--- config.mk ---
export PLATFORM = sky130hd
export DESIGN_NAME = spike_packet_receiver
export DESIGN_NICKNAME = d
export VERILOG_FILES = /design/src/rtl/spike_packet_receiver.sv
export SDC_FILE = /design/constraint.sdc
export NUM_CORES = 1
export LEC_CHECK = 0
export ABC_CLOCK_PERIOD_IN_PS = 7350
export BUFFER_PORTS_ARGS = -buffer_cell sky130_fd_sc_hd__buf_2
export CORE_MARGIN = 1.5
export CORE_UTILIZATION = 55
export CTS_BUF_LIST = sky130_fd_sc_hd__clkbuf_2 sky130_fd_sc_hd__clkbuf_4 sky130_fd_sc_hd__clkbuf_8
export DETAILED_ROUTE_END_ITERATION = 10
export PLACE_DENSITY = 0.77
export SYNTH_ARGS = -nofsm -noshare
export SYNTH_HDL_FRONTEND = slang
export SYNTH_SLANG_ARGS = --single-unit
--- constraint.sdc ---
create_clock -name neu_clk -period 7.35 [get_ports neu_clk]
set_input_delay 0 -clock neu_clk [delete_from_list [all_inputs] [get_ports neu_clk]]
set_output_delay 0 -clock neu_clk [all_outputs]
set_load 0.02 [all_outputs]
--- src/rtl/spike_packet_receiver.sv ---
// Spike packet receiver: collects one step's spikes into a double-buffered axon bitmap and replays the previous step serially.
// Optional macro MISROUTE_CHECK_EN: drop packets whose destination is not this tile, and count the drops.
module spike_packet_receiver #(
   parameter int         AXON_W = 8,
   parameter logic [3:0] TILE_X = 4'd0,
   parameter logic [3:0] TILE_Y = 4'd0
) (
   input  logic              neu_clk,
   input  logic              rst_n,
   input  logic              start,
   input  logic              pkt_valid,
   input  logic [31:0]       pkt_data,
   output logic              spike_valid,
   output logic [AXON_W-1:0] spike_axon,
   input  logic              spike_ready,
   output logic              step_done,
   output logic              overrun,
   output logic [15:0]       drop_count
);

   localparam int NUM_AXON = 2 ** AXON_W;

   typedef enum logic [1:0] {IDLE, SCAN, EMIT, DONE} state_t;

   state_t              state_q, state_d;
   logic [AXON_W-1:0]   idx_q, idx_d;
   logic                wr_sel_q, wr_sel_d;
   logic [NUM_AXON-1:0] bank0_q, bank0_d;
   logic [NUM_AXON-1:0] bank1_q, bank1_d;
   logic                overrun_q, overrun_d;
   logic                pkt_accept;
   logic [AXON_W-1:0]   pkt_axon;
   logic                rd_bit;
   logic                last_idx;
   logic                clear_bit;
   logic                clear_all;
   logic                unused_pkt_bits;

   assign pkt_axon        = pkt_data[AXON_W-1:0];
   assign unused_pkt_bits = ^pkt_data;
   assign last_idx        = &idx_q;
   // wr_sel_q selects the write bank; the other bank is being replayed.
   assign rd_bit          = wr_sel_q ? bank0_q[idx_q] : bank1_q[idx_q];

`ifdef MISROUTE_CHECK_EN
   logic        pkt_match;
   logic [15:0] drop_q, drop_d;

   assign pkt_match  = (pkt_data[31:28] == TILE_X) && (pkt_data[27:24] == TILE_Y);
   assign pkt_accept = pkt_valid && pkt_match;
   assign drop_count = drop_q;

   always_comb begin
      drop_d = drop_q;
      if (pkt_valid && !pkt_match && (drop_q != 16'hFFFF)) begin
         drop_d = drop_q + 16'd1;
      end
   end

   always_ff @(posedge neu_clk or negedge rst_n) begin
      if (!rst_n) begin
         drop_q <= 16'd0;
      end else begin
         drop_q <= drop_d;
      end
   end
`else
   assign pkt_accept = pkt_valid;
   assign drop_count = 16'd0;
`endif

   always_comb begin
      state_d   = state_q;
      idx_d     = idx_q;
      wr_sel_d  = wr_sel_q;
      overrun_d = overrun_q;
      clear_bit = 1'b0;
      clear_all = 1'b0;

      case (state_q)
         IDLE: begin
            if (start) begin
               state_d = SCAN;
               idx_d   = '0;
            end
         end
         SCAN: begin
            if (start) begin
               clear_all = 1'b1;
            end else if (rd_bit) begin
               state_d = EMIT;
            end else if (last_idx) begin
               state_d = DONE;
            end else begin
               idx_d = idx_q + 1'b1;
            end
         end
         EMIT: begin
            if (start) begin
               clear_all = 1'b1;
            end else if (spike_ready) begin
               clear_bit = 1'b1;
               if (last_idx) begin
                  state_d = DONE;
               end else begin
                  state_d = SCAN;
                  idx_d   = idx_q + 1'b1;
               end
            end
         end
         DONE: begin
            if (start) begin
               state_d = SCAN;
               idx_d   = '0;
            end else begin
               state_d = IDLE;
            end
         end
         default: state_d = IDLE;
      endcase

      // An aborted scan restarts from index 0 on the freshly swapped bank.
      if (clear_all) begin
         overrun_d = 1'b1;
         state_d   = SCAN;
         idx_d     = '0;
      end

      if (start) begin
         wr_sel_d = ~wr_sel_q;
      end
   end

   // Clears hit the current read bank; the packet lands in the post-swap write bank,
   // so a bulk clear and a same-cycle packet to the same bank keep the packet.
   always_comb begin
      bank0_d = bank0_q;
      bank1_d = bank1_q;
      if (clear_all) begin
         if (wr_sel_q) begin
            bank0_d = '0;
         end else begin
            bank1_d = '0;
         end
      end
      if (clear_bit) begin
         if (wr_sel_q) begin
            bank0_d[idx_q] = 1'b0;
         end else begin
            bank1_d[idx_q] = 1'b0;
         end
      end
      if (pkt_accept) begin
         if (wr_sel_d) begin
            bank1_d[pkt_axon] = 1'b1;
         end else begin
            bank0_d[pkt_axon] = 1'b1;
         end
      end
   end

   always_ff @(posedge neu_clk or negedge rst_n) begin
      if (!rst_n) begin
         state_q   <= IDLE;
         idx_q     <= '0;
         wr_sel_q  <= 1'b0;
         bank0_q   <= '0;
         bank1_q   <= '0;
         overrun_q <= 1'b0;
      end else begin
         state_q   <= state_d;
         idx_q     <= idx_d;
         wr_sel_q  <= wr_sel_d;
         bank0_q   <= bank0_d;
         bank1_q   <= bank1_d;
         overrun_q <= overrun_d;
      end
   end

   assign spike_valid = (state_q == EMIT);
   assign spike_axon  = (state_q == EMIT) ? idx_q : '0;
   assign step_done   = (state_q == DONE);
   assign overrun     = overrun_q;

endmodule

After elaboration in Yosys (flattened, before gate mapping):

Cells that the tools add are included.

* add/subtract/negate cells: 1
* order comparisons: 4
* equality and inequality tests: 10
* muxes and demuxes: 46
* bitwise gates (word level): 6
* reduce and logical (&&, ||, !) cells: 8

Operators by type and width (count)
* 256-bit 2-to-1 mux: 12
* 256-bit AND: 2
* 256-bit OR: 2
* 256-bit inverter: 1
* 8-bit 2-to-1 mux: 8
* 8-bit case mux with 3 select lines: 1
* 8-bit by 9-bit < comparator with 1-bit output (second input constant): 2
* 1-bit binary-select mux with 8-bit select: 2
* 1-bit demux with 8-bit select: 2
* 8-bit by 1-bit >= comparator with 1-bit output (second input constant): 2
* 2-bit 2-to-1 mux: 8
* 1-bit 2-to-1 mux: 12
* 5-bit AND reduction: 2
* 3-bit != test (second input constant): 3
* 8-bit by 1-bit adder with 8-bit output (second input constant): 1
* 2-bit case mux with 4 select lines: 1
* 8-bit AND reduction: 1
* 3-bit by 1-bit != test with 1-bit output (second input constant): 2
* 2-bit == test (second input constant): 2
* 4-bit != test (second input constant): 1
* 2-bit OR reduction: 2
* 3-bit by 2-bit != test with 1-bit output (second input constant): 1
* 2-bit by 1-bit == test with 1-bit output (second input constant): 1
* 1-bit logical AND: 2
* 2 further kinds: 2

* flip-flop bits (word level): 524
* input bits: 37
* output and inout port bits: 27
* logic and storage cells: 81

Longest topological paths before layout:

* depth after elaboration: 11
* mapped depth: 13

Worst setup path before layout:

OpenSTA, ideal clock, no wires.

* path type: flip-flop to flip-flop
* start: register idx_q[1]
* end: register idx_q[5]
* library setup time: 0.103 ns
* data arrival time: 2.669 ns
* data required time: 7.247 ns
* path slack: 4.578 ns
* stages on the path, launching flop included: 11
* buffers on the path: 3
* period minus slack after synthesis: 2.772 ns
* cell sequence: dfrtp_1 > buf_6 > buf_12 > buf_8 > mux4_1 > mux4_2 > a211oi_2 > o311ai_2 > o211ai_4 > nand2_4 > o41ai_2

* longest elaborated chain between the ends: 6
* elaborated cells between the ends (all ways): 16
* classes of those cells: add/sub: 1; eq/ne: 1; mux: 12; reduce/logical: 2

Ends and longest elaborated chain
* from (decl): RTL line 26 `logic [AXON_W-1:0] idx_q, idx_d;`
* from (signal assigned): RTL line 172 `idx_q <= idx_d;`
* parallel branches: the longest is 6 deep, another holds 1-bit binary-select mux with 8-bit select

Parallel ways; which one is timed is not known. The select of a mux whose other input is x is not followed.
A chain may end at the register's enable or synchronous reset.

Worst setup path in the final report:

* start: register idx_q[1]
* end: register state_q[1]

* longest elaborated chain between the ends: 7
* elaborated cells between the ends (all ways): 15
* classes of those cells: eq/ne: 1; mux: 12; reduce/logical: 2

Ends and longest elaborated chain
* 1-bit binary-select mux with 8-bit select: RTL line 43 `assign rd_bit = wr_sel_q ? bank0_q[idx_q] : bank1_q[idx_q];`
* 1-bit 2-to-1 mux (implied by the code): RTL line 43
* 1-bit 2-to-1 mux: RTL line 43
* 2-bit 2-to-1 mux: RTL line 90 `end else if (rd_bit) begin`
* 2-bit 2-to-1 mux: RTL line 88 `if (start) begin`
* 2-bit case mux with 4 select lines: RTL line 80 `case (state_q)`
* 2-bit 2-to-1 mux: RTL line 123 `if (clear_all) begin`
* to (signal assigned): RTL line 171 `state_q <= state_d;`
* to (decl): RTL line 25 `state_t state_q, state_d;`

Parallel ways exist; a longest one is shown, timed or not. The select of a mux whose other input is x is not followed.

==> reports/results.txt <==
status: complete, no violations
CTS tree: yes
Reg clk slew, reported paths: 60 ps
first-pass GRT wire length: 148000 µm
non-filler cells, final: 3150
Crit Path Class: register to register
total global routing overflow: 0
Core ar.: 0.0490 mm²
Max VDD drop: 0.305 mV
Min-Delay Path Class: input pin to register
Pre-antenna DRT Iters: 7
layout overhead on the synthesized area: 8.89%
CP delay by family, top: compound AO/OA/AOI/OAI gates
post-detail-place hpwl: 58400 µm
DR iter-0 viols: 4133
Arr. time, crit path: 5230 ps
Rel. slew slack: 2.65%
antenna-violating nets left: 0
clock sinks: 524
critical-path cell list: buf_4, mux4_2, mux2i_1, o22ai_1, nor4_1, o311a_1, o211ai_2, o21ai_1, a21oi_1, a32o_1
I/O pins: 64
time the worst path needs with I/O delays and setup: 4640 ps
setup violators final: 0
CTS max path bufs: 3
ys async rst share: 100%
crit path capture type: register
Post-Synthesis Cells: 2492
synthesized area: 0.0273 mm²
layout cells sized above 1: 16.5%
RSZ-0062 raised after global routing: no
Num CTS Buffers: 86
worst-margin pin slew: 1450 ps
H-tree levels: 3
CP peak stage delay: 1100 ps
Core Rows: 81
Via Count: 23900
Synth cell types: 67
Max Fclk: 215 MHz
vias in the first global route: 23800
Hold Vio Cnt, Final: 0
clock skew: 25.9 ps
Initial Util: 55.7%
# Max-Cap Violations: 0
syn_area_per_cell: 10.9 µm²
total wire length: 98500 µm
Die X: 226 µm
Total Power: 7.34 mW
Startpoint Class: register
Yosys Warn Count: 0
CP Max Fanout: 53
synthesized flop and latch total: 524
largest net degree at the start of global routing: 257
Die Span Y: 226 µm
Lkg Pwr: 11.7 nW
PostCTS Resize Cnt: 0
DR WL/cell: 31.3 µm
top_reg_cell synth: dfrtp_1
number of flops mapped to enable cells by yosys: 0
Placed Cells incl. Taps: 2983
cell area power density: 247 mW/mm²
DRC Markers: 0
Critical-path top delay cell: dfrtp_4
Root Buffer: clkbuf_8
NumNets Final: 2475
CP bufs+invs: 1
# port buffers: 23
Tcrit/Tclk final: 63.2%
WP data required: 7940 ps
Layout Utilization: 60.6%
Vias/cell: 7.59
clock insertion delay at the later pin of the skew report: 710 ps
Die Area: 0.0509 mm²
aggregate global-route resource usage: 39.3%
Setup TNS Final: 0 ps
Seq/Total Area, Yosys: 48.1%
global placement routability congestion: 1.01
initial antenna violation count: 6
Final Max Slew Viols: 0
setup bufs post-CTS: 0
[layout make-up]
| type | instances | area [µm²] |
|---|---|---|
| timing repair buffer | 141 | 1100 |
| multi-input combinational | 1661 | 12800 |
| antenna | 2 | 5.00 |
| tap | 664 | 831 |
| fill | 3925 | 19300 |
| clock inverter | 8 | 77.6 |
| sequential | 524 | 13100 |
| inverter | 16 | 60.1 |
| clock buffer | 134 | 1640 |
[worst paths after layout]
| kind | from | endpoint | slack (ps) | cells after the start |
|---|---|---|---|---|
| worst max register to register | idx_q[1] | state_q[1] | 2710 | 10 |
| worst min-delay path | start | overrun | 370 | 4 |
| worst min register to register | overrun | overrun | 480 | 1 |
| max in group asynchronous | rst_n | idx_q[1] | 5380 | 4 |
| min in group asynchronous | rst_n | bank0_q[84] | 450 | 3 |
| worst max-delay path | idx_q[1] | state_q[1] | 2710 | 10 |
[cells in the final DEF (no fill, tap or decap), types with 5 or more instances in the layout]
cell type      instances
mux4_2                84
mux2i_1               94
nor2_2                14
a22o_1                 6
conb_1                16
mux4_1                 6
or2_2                  5
buf_4                 93
nand3_1               24
inv_1                 16
nand2b_1              15
nor2b_1               11
nor2_1                67
clkbuf_4              32
a2111oi_0              5
or3_1                  6
nand2_1              551
a21oi_1               18
clkbuf_8             102
o22ai_1                6
dlygate4sd3_1         22
o31ai_1               21
a31oi_1               13
buf_2                 22
o21ai_0               12
dfrtp_1              521
nor3_1                29
ha_1                   8
and3_1                 6
a32o_1               482
nor2_4                11
nor3_2                10
o211ai_1              30
clkinvlp_4             5
and2_1                15
a22oi_1               39
nand3b_1               5
[what timing repair did]
action	4_1_cts	5_1_grt
setup endpoints to repair	0	0
hold buffers	23	0
endpoints found under the hold margin	149	0
[through the flow]
step                setup slack [ps]  cell area [µm²]  hold slack, ps
global route                    2580            29700             379
floorplan                       4580            27300            -296
global placement                2870            27700            95.9
detailed placement              2850            27700             115
CTS                             2840            29700             341
finish                          2710            29700             371
[cell families (layout without fill, tap and decap cells)]
group | after synthesis | count (layout) | share of synthesized area [%]
XOR/XNOR | 1 | 1 | 0.0321
AO/OA/AOI/OAI | 658 | 658 | 22.5
flip-flops | 524 | 524 | 48.1
AND/OR/NAND/NOR | 791 | 791 | 12.1
buffers and inverters | 322 | 299 | 5.75
multiplexers | 187 | 187 | 11.1
other | 1 | 18 | 0.0138
adder cells (fa/ha/maj) | 8 | 8 | 0.367
[cell usage after synthesis, types with 3 or more instances]
cell type,instances,share of area [%]
o21ai_0,12,0.22
nor2b_1,13,0.30
nand3_1,25,0.46
buf_1,6,0.083
o211ai_1,30,0.83
a2111oi_0,5,0.16
ha_1,8,0.37
buf_8,7,0.39
a22o_1,6,0.19
mux2_2,3,0.12
o31ai_1,21,0.58
nor2_1,91,1.3
and3_1,6,0.14
nand2b_1,15,0.34
inv_1,16,0.22
and2_1,15,0.34
mux2i_1,94,3.5
buf_12,3,0.22
nand2_1,551,7.6
nand3b_1,5,0.14
o22ai_1,6,0.14
clkbuf_1,236,3.3
mux4_1,6,0.58
nor4_1,5,0.11
a31oi_1,13,0.30
dfrtp_1,524,48
or2_2,6,0.14
a22oi_1,39,1.1
a21oi_1,18,0.33
buf_2,13,0.24
buf_6,16,0.66
mux4_2,84,6.9
nor3b_1,3,0.083
a32o_1,482,18
nor3_1,39,0.72
buf_4,25,0.69
or3_1,6,0.14
[power breakdown]
part	internal [mW]	switching, mW	leakage (nW)
clock network	1.44	1.20	0.903
registers	2.98	0.152	7.29
logic	0.474	1.10	3.48
[per-layer routing]
layer | part of all wire, % | vias to the layer above | track usage (%)
met5 | 0.045 | - | 0
met3 | 15 | 550 | 14.1
met2 | 42 | 1996 | 56.3
met4 | 7.4 | 8 | 25.1
li1 | - | 9386 | -
met1 | 36 | 12000 | 50.7
[state kept, by name (all words and copies together) (netlist names)]
name,flops
bank1_q,256
state_q,2
idx_q,8
bank0_q,256
overrun,1
wr_sel_q,1
[worst min-delay path, cell delays in order]
cell           delay [ps]
dlygate4sd3_1         530
buf_2                 230
nand2_1               180
nand2b_1               70
Power figures use the tool's default switching activity.
